$ cat config.mk
export PLATFORM = sky130hd
export DESIGN_NAME = icache_ctrl
export DESIGN_NICKNAME = d
export VERILOG_FILES = /design/src/rtl/icache_ctrl.sv
export SDC_FILE = /design/constraint.sdc
export NUM_CORES = 1
export LEC_CHECK = 0
export ABC_AREA = 0
export CAP_MARGIN = 20
export CORE_ASPECT_RATIO = 2
export CORE_MARGIN = 2
export CORE_UTILIZATION = 35
export DETAILED_ROUTE_END_ITERATION = 10
export PLACE_DENSITY = 0.72
export SLEW_MARGIN = 0
export SYNTH_ARGS = -nofsm -noshare
export SYNTH_HDL_FRONTEND = slang
export SYNTH_SLANG_ARGS = --single-unit
export TNS_END_PERCENT = 50
$ cat constraint.sdc
create_clock -name clock -period 2.4 [get_ports clock]
set_clock_uncertainty 0.2 [all_clocks]
set_input_delay 0.48 -clock clock [delete_from_list [all_inputs] [get_ports clock]]
set_output_delay 0.48 -clock clock [all_outputs]
set_load 0.02 [all_outputs]
$ cat src/rtl/icache_ctrl.sv
// Fetch-side controller for a 16-line direct-mapped icache: probes the cache on each
// accepted fetch, runs a single-beat memory read on a miss, fills the line, counts hits/misses.
module icache_ctrl #(
    parameter int CNT_W = 32
) (
    input  logic             clock,
    input  logic             reset_n,
    input  logic             req_valid,
    output logic             req_ready,
    input  logic [29:0]      req_addr,
    output logic             resp_valid,
    input  logic             resp_ready,
    output logic [31:0]      resp_inst,
    output logic             resp_err,
    input  logic             cache_en,
    output logic [29:0]      cache_addr,
    output logic             cache_wen,
    output logic [31:0]      cache_wdata,
    input  logic             cache_is_hit,
    input  logic [31:0]      cache_rdata,
    output logic             mem_req_valid,
    input  logic             mem_req_ready,
    output logic [29:0]      mem_req_addr,
    input  logic             mem_resp_valid,
    input  logic [31:0]      mem_resp_data,
    input  logic             mem_resp_err,
    output logic [CNT_W-1:0] hit_cnt,
    output logic [CNT_W-1:0] miss_cnt
);

    typedef enum logic [1:0] {
        IDLE     = 2'd0,
        MEM_REQ  = 2'd1,
        MEM_WAIT = 2'd2,
        RESP     = 2'd3
    } state_t;

    state_t             state_r;
    state_t             state_nxt_s;
    logic               req_ready_r;
    logic               resp_valid_r;
    logic               mem_req_valid_r;
    logic [29:0]        addr_r;
    logic [31:0]        inst_r;
    logic               err_r;
    logic [CNT_W-1:0]   hit_cnt_r;
    logic [CNT_W-1:0]   miss_cnt_r;
    logic               accept_s;
    logic               hit_s;
    logic               fill_s;
    logic [29:0]        cache_addr_s;
    logic [31:0]        cache_wdata_s;

    // Saturating increment: holds at all-ones instead of wrapping.
    function automatic logic [CNT_W-1:0] sat_inc(input logic [CNT_W-1:0] v);
        if (&v) begin
            return v;
        end else begin
            return v + {{(CNT_W-1){1'b0}}, 1'b1};
        end
    endfunction

    assign accept_s = req_valid & req_ready_r;
    assign hit_s    = cache_en & cache_is_hit;

    // Next-state decode and the single-cycle fill strobe.
    always_comb begin
        state_nxt_s = state_r;
        fill_s      = 1'b0;
        case (state_r)
            IDLE: begin
                if (accept_s) begin
                    if (hit_s) begin
                        state_nxt_s = RESP;
                    end else begin
                        state_nxt_s = MEM_REQ;
                    end
                end else begin
                    state_nxt_s = IDLE;
                end
            end
            MEM_REQ: begin
                if (mem_req_ready) begin
                    state_nxt_s = MEM_WAIT;
                end else begin
                    state_nxt_s = MEM_REQ;
                end
            end
            MEM_WAIT: begin
                if (mem_resp_valid) begin
                    state_nxt_s = RESP;
                    fill_s      = cache_en & ~mem_resp_err;
                end else begin
                    state_nxt_s = MEM_WAIT;
                end
            end
            RESP: begin
                if (resp_ready) begin
                    state_nxt_s = IDLE;
                end else begin
                    state_nxt_s = RESP;
                end
            end
            default: begin
                state_nxt_s = IDLE;
                fill_s      = 1'b0;
            end
        endcase
    end

    // Cache address follows the incoming request while idle, the latched address otherwise.
    always_comb begin
        cache_addr_s  = addr_r;
        cache_wdata_s = 32'h0000_0000;
        if (state_r == IDLE) begin
            cache_addr_s = req_addr;
        end else begin
            cache_addr_s = addr_r;
        end
        if (fill_s) begin
            cache_wdata_s = mem_resp_data;
        end else begin
            cache_wdata_s = 32'h0000_0000;
        end
    end

    // State register plus handshake flags registered from the next state.
    always_ff @(posedge clock or negedge reset_n) begin
        if (!reset_n) begin
            state_r         <= IDLE;
            req_ready_r     <= 1'b0;
            resp_valid_r    <= 1'b0;
            mem_req_valid_r <= 1'b0;
        end else begin
            state_r         <= state_nxt_s;
            req_ready_r     <= (state_nxt_s == IDLE);
            resp_valid_r    <= (state_nxt_s == RESP);
            mem_req_valid_r <= (state_nxt_s == MEM_REQ);
        end
    end

    // Fetch address, response payload and hit/miss counters.
    always_ff @(posedge clock or negedge reset_n) begin
        if (!reset_n) begin
            addr_r     <= 30'h0;
            inst_r     <= 32'h0000_0000;
            err_r      <= 1'b0;
            hit_cnt_r  <= {CNT_W{1'b0}};
            miss_cnt_r <= {CNT_W{1'b0}};
        end else begin
            if (accept_s) begin
                addr_r <= req_addr;
                if (hit_s) begin
                    inst_r    <= cache_rdata;
                    err_r     <= 1'b0;
                    hit_cnt_r <= sat_inc(hit_cnt_r);
                end else begin
                    miss_cnt_r <= sat_inc(miss_cnt_r);
                end
            end
            // An error response returns a zero word so stale data never leaks to the core.
            if ((state_r == MEM_WAIT) && mem_resp_valid) begin
                inst_r <= mem_resp_err ? 32'h0000_0000 : mem_resp_data;
                err_r  <= mem_resp_err;
            end
        end
    end

    assign req_ready     = req_ready_r;
    assign resp_valid    = resp_valid_r;
    assign resp_inst     = inst_r;
    assign resp_err      = err_r;
    assign cache_addr    = cache_addr_s;
    assign cache_wen     = fill_s;
    assign cache_wdata   = cache_wdata_s;
    assign mem_req_valid = mem_req_valid_r;
    assign mem_req_addr  = addr_r;
    assign hit_cnt       = hit_cnt_r;
    assign miss_cnt      = miss_cnt_r;

endmodule

# Yosys cells after proc, flatten, opt, wreduce, memory -nomap -nowiden
# Cells that the tools add are included.
[classes]
n_addsub = 2
n_eq_ne = 5
mux = 17
bitwise_logic = 7
reduce_logical = 10
[op_table]
columns = ["cell", "n"]
rows = [
  ["32-bit 2-to-1 mux", 5],
  ["32-bit by 1-bit adder with 32-bit output (second input constant)", 2],
  ["32-bit AND reduction", 2],
  ["30-bit 2-to-1 mux", 1],
  ["2-bit 2-to-1 mux", 4],
  ["2-bit case mux with 4 select lines", 1],
  ["2-bit equality test (second input constant)", 3],
  ["1-bit 2-to-1 mux", 6],
  ["3-bit AND reduction", 2],
  ["2-bit by 1-bit equality test with 1-bit output (second input constant)", 2],
  ["2-bit logical NOT", 2],
  ["1-bit inverter", 4],
  ["2-bit nonzero test", 2],
  ["1-bit bitwise AND", 3],
  ["2-bit AND reduction", 1],
  ["1-bit logical AND", 1],
]
[word_totals]
register_bits = 132
input_bits = 103
out_inout_bits = 193

# Longest topological paths before layout
[depth]
depth_word = 5
ltp_mapped = 8
mapped_depth_nobuf = 6

# Worst setup path before layout
# Ideal clock, no wire load.
[synth_timing]
path_kind = "reg2reg"
from = "reg miss_cnt_r[0] (netlist: miss_cnt[0])"
to = "reg miss_cnt_r[7] (netlist: miss_cnt[7])"
setup_time_ns = 0.131
t_arrival_ns = 2.031
required_ns = 2.069
path_slack_ns = 0.039
path_stages_with_launch = 9
period_less_slack_ns = 2.361
path_cell_list = "dfrtp_1 > ha_1 > and3_1 > and3_1 > clkbuf_1 > and4_1 > buf_2 > or3_1 > xnor2_1"
[synth_via]
elab_chain_cells = 3
word_cells_on_any_way = 4
cone_classes = "add/sub (1); bitwise (1); reduce/logical (2)"
[synth_rtl]
columns = ["element", "line_no", "text"]
rows = [
  ["start: declaration", "47", "logic [CNT_W-1:0] miss_cnt_r;"],
  ["start signal: assignment", "149", "miss_cnt_r <= {CNT_W{1'b0}};"],
  ["start signal: assignment", "158", "miss_cnt_r <= sat_inc(miss_cnt_r);"],
  ["branches (longest 3 deep; another with 32-bit by 1-bit adder with 32-bit output)", "--", ""],
]
# Several ways; the timed one is not identified.
# A chain may end at the register's enable or synchronous reset.

# Final worst setup path
[layout_timing]
from = "reg state_r[1]"
to = "out cache_addr[25]"
[layout_via]
elab_chain_cells = 2
[layout_rtl]
columns = ["element", "line_no", "text"]
rows = [
  ["start: declaration", "38", "state_t state_r;"],
  ["start signal: assignment", "135", "state_r <= state_nxt_s;"],
  ["2-bit logical NOT", "115", "if (state_r == IDLE) begin"],
  ["30-bit 2-to-1 mux", "115", ""],
  ["end: declaration", "16", "output logic [29:0] cache_addr,"],
]
# Every way passes these cells.

==> flow_summary.toml <==
[run_status]
outcome = "finished, violations left"
violations = "setup timing"

[place]
place.gp.congestion = 0.881
pre_cts_ws_ps = -601
place_area_um2 = 10500
dpl.hpwl_um = 17000
io_buffers = 295

[die]
ioPinCount = 296
core_um2 = 18700
die_w_um = 101
initial_core_util_pct = 35.4
die_area_um2 = 20200
rows = 71
die_h_um = 199

[route]
num_vias = 6488
drt_iter0_drc = 158
drtAntennaViolNets = 0
wl_per_cell_um = 17.8
drc = 0
drt-vias-per-instance = 4.95
drt-total-wl_um = 23300
drt_first_pass_iters = 4

[timing]
slew_viol_final = 0
fmax_mhz = 394
slew_headroom_pct = 52.5
period_share_pct = 106
worst_slew_pin_slew_ps = 712
setup-violations-final = 54
rsz0062_at_grt = "yes"
layout_min_cycle_time_ps = 2540
hold_violations = 0
fin_ws_ps = -141

[logic_synthesis]
synth_top_cell_by_area = "dfrtp_1"
synth_seq_cells = 132
async_flop_share_pct = 100
synth.top_cell.area_share_pct = 49.7
ys_top_cells_by_area = "dfrtp_1, nand2_1, mux2_2, mux2i_1, xnor2_1"
synth_nets = 764
synth_common_cells = "dfrtp_1, nand2_1, and2_1, o21ai_0, xnor2_1"
seq_area_frac_synth_pct = 49.7
synth_area_um2 = 6640
ys_types = 37
synth_most_common_cell = "dfrtp_1"
synthFlopType = "dfrtp_1"
synth_edf_count = 0
synthCells = 659
yosysWarnings = 0
synth_area_per_cell_um2 = 10.1

[global_route]
grt_pass1_vias = 6634
grt_use_total_pct = 23.2
antenna_found_initial = 0
grt_pass1_wl_um = 35600
grt_overflow_total = 0
grt_max_degree = 67

[worst_setup_path]
worst_ep_arrival_time_ps = 1860
cp_max_fo = 15
critical_path_class = "reg -> out"
worstSetupEndpointType = "primary output"
start_kind = "flip-flop"
worst_path_max_delay_cell = "dfrtp_1"
cp_data_required_time_ps = 1720
path_cells = "buf_6 > nor2_4 > buf_12 > mux2_2 > buf_2"
cpPeakStageDelay_ps = 400

[pwr]
powerDensity_nw_per_um2 = 968
cellLeakagePower_nw = 5.28
vdd_drop_max_mv = 0.903

[cts]
cts_buffers = 17
cts_tree = "done"
cts-root-buf = "clkbuf_16"
path_clk_slew_ps = 60
cts.htree.levels = 4
insertion_delay_ps = 410
cts_sinks = 132
cts_max_path_buffers = 2

[final_layout]
drive_gt1_share_pct = 25.9
design_area_um2 = 11300
areaGrowthSynthToFinish_pct = 70.6
n_antenna_cell = 0
fin_nets = 1147

[flow_run]
maxCapViolations = 0

[worst_hold_path]
hold_class = "reg -> reg"
## area by class of cell
type	count	area (µm²)
Sequential cell	132	3300
Multi-Input combinational cell	492	3310
Clock buffer	19	453
Tap cell	255	319
Fill cell	1585	7410
Clock inverter	13	110
Timing Repair Buffer	397	3820
Inverter	2	7.51
## power breakdown
part           internal, mW  total [mW]  switching, mW  leakage (nW)
combinational          2.53        5.23           2.70          3.28
clock                  1.47        2.47          0.995         0.267
sequential             2.83        3.27          0.447          1.73
total                  6.82        11.0           4.15          5.28
## layout by cell type, fill, tap and decap left out, types with 25 or more instances in the layout
master / instances
clkdlybuf4s50_1: 229
dfrtp_1: 131
nand2_1: 129
buf_4: 95
buf_6: 41
o21ai_0: 36
xnor2_1: 35
mux2i_1: 32
nand3b_1: 32
nand3_1: 29
and2_4: 28
xor2_1: 27
nand4_1: 25
## cell families (layout without fill, tap and decap cells)
kind of cell             count (synthesis)  in the layout  share of synthesized area [%]
XOR/XNOR                                62             62                           8.18
buffers and inverters                   35            431                           2.15
adder cells (fa/ha/maj)                  2              2                          0.377
flip-flops                             132            132                           49.7
AO/OA/AOI/OAI                           42             42                           3.69
AND/OR/NAND/NOR                        323            323                           25.8
multiplexers                            63             63                           10.1
## path summary, 6_finish.rpt
path | start | end | slack, ps | cells after the start
setup / recovery | state_r[1] | cache_addr[25] | -140 | 5
hold / removal | miss_cnt[13] | miss_cnt[13] | 300 | 1
setup reg to reg | hit_cnt[11] | hit_cnt[10] | 20 | 5
hold reg to reg | miss_cnt[13] | miss_cnt[13] | 300 | 1
max in group asynchronous | reset_n | resp_inst[21] | 990 | 3
min in group asynchronous | reset_n | mem_req_addr[5] | 400 | 2
## critical path, delay by kind of cell (launching register included)
family                 cells  cell delay, ps
flip-flops                 1             400
buffers and inverters      3             490
AND/OR/NAND/NOR            1             200
multiplexers               1             350
## state kept, by name, indices dropped and copies added, names as in the netlist
signal	count
hit_cnt	32
miss_cnt	32
resp_inst	32
mem_req_addr	30
state_r	2
mem_req_valid	1
req_ready	1
resp_err	1
resp_valid	1
## timing repair
item,4_1_cts,5_1_grt
pin swaps,12,9
hold buffers,1,0
hold endpoints to repair,53,0
buffers inserted,6,3
cloned,5,0
endpoints found under the setup margin,63,79
gates resized for setup,354,35
## per-layer routing
layer,part of all wire (%),track usage [%],vias to the layer above
li1,-,-,3058
met1,37,25.9,3195
met2,56,41.7,191
met3,4.6,4.95,44
met4,3.3,9.61,0
met5,0,0,-
## stage by stage
step | std cells | power (mW) | util, % | hold WS [ps] | setup TNS (ps)
after floorplan | 659 | 5.72 | - | -15.6 | 0
after detailed placement | 1267 | 8.46 | 56.3 | 282 | -24470
after global placement | 1267 | 8.39 | 56.3 | 274 | -23030
after CTS | 1311 | 11.0 | 60.3 | 294 | -9970
after global routing | 1310 | 11.5 | 60.4 | 321 | -9780
final | 1310 | 11.0 | 60.4 | 296 | -5720
Note: power is estimated with default switching activity, not from simulation.
